<file path="src/rtl/zybo_btn_debounce.sv">
// Four-channel push-button conditioner: 2-FF sync, debounce window,
// hold counter, and single-cycle press/release/long-press pulses.
module zybo_btn_debounce #(
    parameter logic [20:0] DEBOUNCE_CNT = 21'd1249999,
    parameter logic [26:0] LONG_CNT     = 27'd124999999
) (
    input  logic       CLK,
    input  logic       RST_N,
    input  logic [3:0] BTN,
    output logic [3:0] BTN_LEVEL,
    output logic [3:0] BTN_PRESS,
    output logic [3:0] BTN_RELEASE,
    output logic [3:0] BTN_LONG
);

    logic [3:0]  sync1_q, sync2_q;
    logic [3:0]  level_q, level_d;
    logic [3:0]  press_q, press_d;
    logic [3:0]  release_q, release_d;
    logic [3:0]  long_q, long_d;
    logic [20:0] dcnt_q [4];
    logic [20:0] dcnt_d [4];
    logic [26:0] hcnt_q [4];
    logic [26:0] hcnt_d [4];

    always_comb begin
        level_d   = level_q;
        press_d   = '0;
        release_d = '0;
        long_d    = '0;
        for (int i = 0; i < 4; i++) begin
            dcnt_d[i] = '0;
            hcnt_d[i] = '0;
            if (sync2_q[i] != level_q[i]) begin
                if (dcnt_q[i] == DEBOUNCE_CNT) begin
                    level_d[i]   = sync2_q[i];
                    press_d[i]   = sync2_q[i];
                    release_d[i] = ~sync2_q[i];
                end else begin
                    dcnt_d[i] = dcnt_q[i] + 21'd1;
                end
            end
            // Hold counter saturates at LONG_CNT so the pulse fires once per press
            if (level_q[i]) begin
                if (hcnt_q[i] != LONG_CNT) begin
                    hcnt_d[i] = hcnt_q[i] + 27'd1;
                    long_d[i] = (hcnt_q[i] == LONG_CNT - 27'd1);
                end else begin
                    hcnt_d[i] = hcnt_q[i];
                end
            end
        end
    end

    always_ff @(posedge CLK or negedge RST_N) begin
        if (!RST_N) begin
            sync1_q   <= '0;
            sync2_q   <= '0;
            level_q   <= '0;
            press_q   <= '0;
            release_q <= '0;
            long_q    <= '0;
            dcnt_q    <= '{default: '0};
            hcnt_q    <= '{default: '0};
        end else begin
            sync1_q   <= BTN;
            sync2_q   <= sync1_q;
            level_q   <= level_d;
            press_q   <= press_d;
            release_q <= release_d;
            long_q    <= long_d;
            dcnt_q    <= dcnt_d;
            hcnt_q    <= hcnt_d;
        end
    end

    assign BTN_LEVEL   = level_q;
    assign BTN_PRESS   = press_q;
    assign BTN_RELEASE = release_q;
    assign BTN_LONG    = long_q;

endmodule

</file>
<file path="config.mk">
export PLATFORM = sky130hd
export DESIGN_NAME = zybo_btn_debounce
export DESIGN_NICKNAME = d
export VERILOG_FILES = /design/src/rtl/zybo_btn_debounce.sv
export SDC_FILE = /design/constraint.sdc
export NUM_CORES = 1
export LEC_CHECK = 0
export ABC_CLOCK_PERIOD_IN_PS = 2350
export CAP_MARGIN = 10
export CORE_MARGIN = 1
export CORE_UTILIZATION = 54
export CTS_BUF_LIST = sky130_fd_sc_hd__clkbuf_8
export DETAILED_ROUTE_END_ITERATION = 8
export GPL_TIMING_DRIVEN = 1
export PLACE_DENSITY = 0.73
export SYNTH_ARGS = -nofsm -noshare
export SYNTH_HDL_FRONTEND = slang
export SYNTH_SLANG_ARGS = --single-unit
</file>
<file path="constraint.sdc">
create_clock -name CLK -period 2.35 [get_ports CLK]
set_clock_uncertainty 0.15 [all_clocks]
set_input_delay 0.3525 -clock CLK [delete_from_list [all_inputs] [get_ports CLK]]
set_output_delay 0.3525 -clock CLK [all_outputs]
set_load 0.01 [all_outputs]
</file>
# Word-level counts from Yosys, hierarchy flattened
# Index checks and enable logic that the tools add are counted.
# word_totals
input_bits	6
register_bits	216
wordCells	93
# classes
reduce_logical	4
mux	40
addsub	8
bitwise	4
eq_ne	20
# op_table
cell	count
$mux W27	8
$mux W21	8
$add A27 B1 Y27 const B	4
$eq A27 B27 Y1 const B	4
$ne A27 B27 Y1 const B	4
$add A21 B1 Y21 const B	4
$eq A21 B21 Y1 const B	4
$mux W1	24
$ne A2 B1 Y1 const B	4
$reduce_and A2 Y1	4
$ne A1 B1 Y1	4
$not A1 Y1	4

# Logic depth before layout (Yosys ltp)
# depth
ltp_word	3
ltp_mapped	7

# Worst setup path before layout
# OpenSTA, ideal clock, no wires.
# synth_timing
kind	reg2reg
start	register hcnt_q[64] (netlist name)
end	register hcnt_q[55] (netlist name)
synth_period_minus_slack_ns	2.242
n_path_buf	0
stages_incl_launch_ff	6
setup_time_ns	0.121
slack_ns	0.108
arrival_time_ns	1.970
path_cell_list	dfrtp_1 or4b_1 or4_4 nor3_4 mux2i_1 nor2_1
# synth_between
elab_chain_cells	2
# synth_lines
item	line	source
from (decl)	23	logic [26:0] hcnt_q [4];
from (signal assigned)	73	hcnt_q <= hcnt_d;
$ne A27 B27 Y1	45	if (hcnt_q[i] != LONG_CNT) begin
$ne A2 B1 Y1 (no source line)	n/a	
# No other way between the ends.
# A chain may end at the register's enable or synchronous reset.

# Worst setup path after layout
# layout_timing
start	register hcnt_q[67] (netlist name)
end	register hcnt_q[55] (netlist name)
# The elaborated chain is that of the path after synthesis.

==> results by group <==
Status
  • Status: completed

Logic synthesis
  • Top_reg_cell synth: dfrtp_1
  • #FFs+latches synth: 216
  • Sequential area share after synthesis: 50.5%
  • Synth area leader: dfrtp_1
  • EDFF count, synth: 0
  • Post-synthesis area per instance: 10.0 sq um
  • Asr flop ratio synth: 100%
  • Post-synthesis cell area: 10700 sq um
  • Syn Inst Count: 1069
  • Synthesized Nets: 1087
  • Synth top area cells: dfrtp_1 50%, xnor2_1 6.7%, xor2_1 5.6%
  • Yosys cell types: 49
  • Synthesis Warnings: 0
  • Synth top area share: 50.5%

Detailed routing
  • Total vias in the final route: 7842
  • DRC Markers: 0
  • Drt via density: 5.46
  • Total routed wirelength: 20100 um
  • Initial drt markers: 274
  • Detail Route Antenna Nets: 0
  • Drt pass-1 iters: 5
  • Routed len/inst: 14.0 um

Worst setup path
  • Worst path slowest cell: or4_4
  • Worst reg2reg path endpoint: hcnt_q[55]$_DFFE_PN0P_
  • R2r setup slk: 0.02 ns
  • Critical path's largest stage delay: 0.58 ns
  • Family with the most delay on the worst path: simple AND/OR/NAND/NOR gates
  • Buf/Inv on CP: 0
  • Setup Crit Path Kind: register to register
  • CP Capture Type: register
  • CP arrival: 2.57 ns
  • WP data required: 2.59 ns
  • Reg2Reg Depth: 5
  • Reg-to-Reg Start: hcnt_q[67]$_DFFE_PN0P_
  • CP cell instances: or4b_1 -> or4_4 -> nor3_4 -> mux2i_1 -> nor2_1
  • CP Max Fanout: 5
  • Worst setup SP type: register

Clock tree
  • Clk sinks: 216
  • Clock latency on the worst-skew pair: 0.53 ns
  • CTS tree: built
  • Max Root-Sink Buffers: 3
  • Number of CTS-inserted buffers: 37
  • Clock-pin slew on the worst setup and hold paths: 0.06 ns
  • Number of H-tree levels: 2
  • Clk root buf: clkbuf_8

GRT
  • Pin count of the biggest net entering global routing: 69
  • GR Util All Layers: 21.1%
  • Vias in the first global route: 7698
  • Remaining Overflow, GRT: 0
  • Global-route wire length before repair: 35500 um
  • Initial antenna violation count: 0

Cells and area
  • Leading cell types in the layout, fill and taps excluded: 216 x dfrtp_1, 125 x nor2_1, 82 x xnor2_1, 72 x nand2_1
  • Area growth, synth to finish: 14.8%
  • Layout cells sized above 1: 10.0%
  • ANT cells: 0
  • Non-Filler Instances: 1435
  • Commonest non-fill, non-tap cell in the layout: dfrtp_1
  • Post-layout util: 63.2%
  • Final nets: 1161

Min path
  • Hold Startpoint: BTN[0]
  • Hold path depth: 1
  • Worst min-delay path class: primary input to register
  • WHS Endpoint: sync1_q[0]$_DFF_PN0_

Timing
  • RSZ-0062 raised after global routing: true
  • Final worst path period share: 99.3%
  • Fmax: 0.429 GHz
  • Slew margin rel.: 64.0%
  • Final worst path period need: 2.33 ns
  • Fin. max-slew vios: 0
  • Final Hold Fails: 0
  • Worst Tran Pin Value: 0.535 ns
  • Setup TNS: 0 ns
  • Final setup viols: 0

Floorplan
  • Starting Density: 55.0%
  • Die span in x: 143 um
  • DIE HEIGHT: 143 um
  • Row cnt: 51
  • Die Area: 20400 sq um
  • Core Area: 19500 sq um
  • Num ports: 22

Pwr
  • Cell Pwr Density: 598 nW/um^2
  • Worst VDD drop: 0.000454 V
  • Leakage dissipation: 5.31 nW

Placement
  • DPL Wire Length: 13200 um
  • RD Place Congestion: 0.811
  • Placed cells: 1366
  • I/O Buffers: 21

Run
  • Max-cap violations: 0
## registers in the layout, summed over array words and instances, names as in the netlist
| signal | cells |
|---|---|
| BTN_LONG | 4 |
| hcnt_q | 108 |
| sync2_q | 4 |
| BTN_PRESS | 4 |
| dcnt_q | 84 |
| BTN_LEVEL | 4 |
| BTN_RELEASE | 4 |
| sync1_q | 4 |
## metrics by stage
| step | total power, mW | cell area [sq um] | setup slack (ns) | hold slack (ns) |
|---|---|---|---|---|
| after global placement | 3.99 | 11500 | 0.0265 | 0.183 |
| after floorplan | 3.87 | 10700 | 0.108 | -0.0931 |
| after CTS | 7.47 | 12300 | 0.00278 | 0.0948 |
| after detailed placement | 3.99 | 11500 | -0.0317 | 0.185 |
| final | 7.36 | 12300 | 0.0164 | 0.124 |
| after global routing | 7.66 | 12300 | -0.0467 | 0.104 |
## cells in the mapped netlist, drive strengths merged (4+ instances only)
library cell  number
a21boi            13
a21oi              7
a31oi              8
and2              56
and3              41
and4              15
buf                4
clkbuf            21
dfrtp            216
ha                12
inv               28
mux2               4
mux2i              6
nand2             72
nand2b            10
nand3             68
nand4             44
nand4b             4
nor2             125
nor3              33
nor3b             13
nor4              34
nor4b             13
o211ai             4
o21ai             19
o31ai              4
or3               14
or4                9
or4b               5
xnor2             82
xor2              68
## report_power, final
| group | leakage (nW) | internal [mW] | switching (mW) |
|---|---|---|---|
| clock network | 0.438 | 1.94 | 1.49 |
| logic | 1.88 | 0.0486 | 0.108 |
| registers | 2.99 | 3.74 | 0.0213 |
## metal layers
metal,track usage (%),share of wire (%),vias up
met2,33.5,46,101
met5,0,0,-
li1,-,-,3891
met1,29.6,49,3819
met3,3.86,3.4,31
met4,6.45,1.7,0
## what timing repair did
action	in CTS	in global routing
pin swaps	3	2
hold buffers	1	0
endpoints found under the setup margin	1	9
gates resized for setup	0	1
endpoints found under the hold margin	63	0
setup buffers	1	1
## worst max-delay path by stage
stage | startpoint | to | slack, ns | cells after the start
after floorplan | hcnt_q[64]$_DFFE_PN0P_ | hcnt_q[55]$_DFFE_PN0P_ | 0.11 | 5
after CTS | hcnt_q[67]$_DFFE_PN0P_ | hcnt_q[55]$_DFFE_PN0P_ | 0.003 | 5
after detailed placement | hcnt_q[69]$_DFFE_PN0P_ | hcnt_q[55]$_DFFE_PN0P_ | -0.03 | 5
after global placement | hcnt_q[69]$_DFFE_PN0P_ | hcnt_q[55]$_DFFE_PN0P_ | 0.03 | 5
after global routing | hcnt_q[67]$_DFFE_PN0P_ | hcnt_q[55]$_DFFE_PN0P_ | -0.05 | 5
final | hcnt_q[67]$_DFFE_PN0P_ | hcnt_q[55]$_DFFE_PN0P_ | 0.02 | 5
## cell type report
class                           instances  area, sq um
Fill cell                            1615         7170
Sequential cell                       216         5410
Multi-Input combinational cell        800         5110
Clock buffer                           48          661
Timing Repair Buffer                   60          573
Tap cell                              265          332
Inverter                               28          105
Clock inverter                         18          104
## kinds of logic (layout without fill, tap and decap cells)
group | Yosys count | after routing | synth area share (%)
buffers and inverters | 53 | 154 | 1.87
adder cells (fa/ha/maj) | 12 | 12 | 1.40
XOR/XNOR | 150 | 150 | 12.3
AO/OA/AOI/OAI | 57 | 57 | 3.34
multiplexers | 10 | 10 | 0.981
flip-flops | 216 | 216 | 50.5
AND/OR/NAND/NOR | 571 | 571 | 29.7
Note: power is estimated with default switching activity, not from simulation.
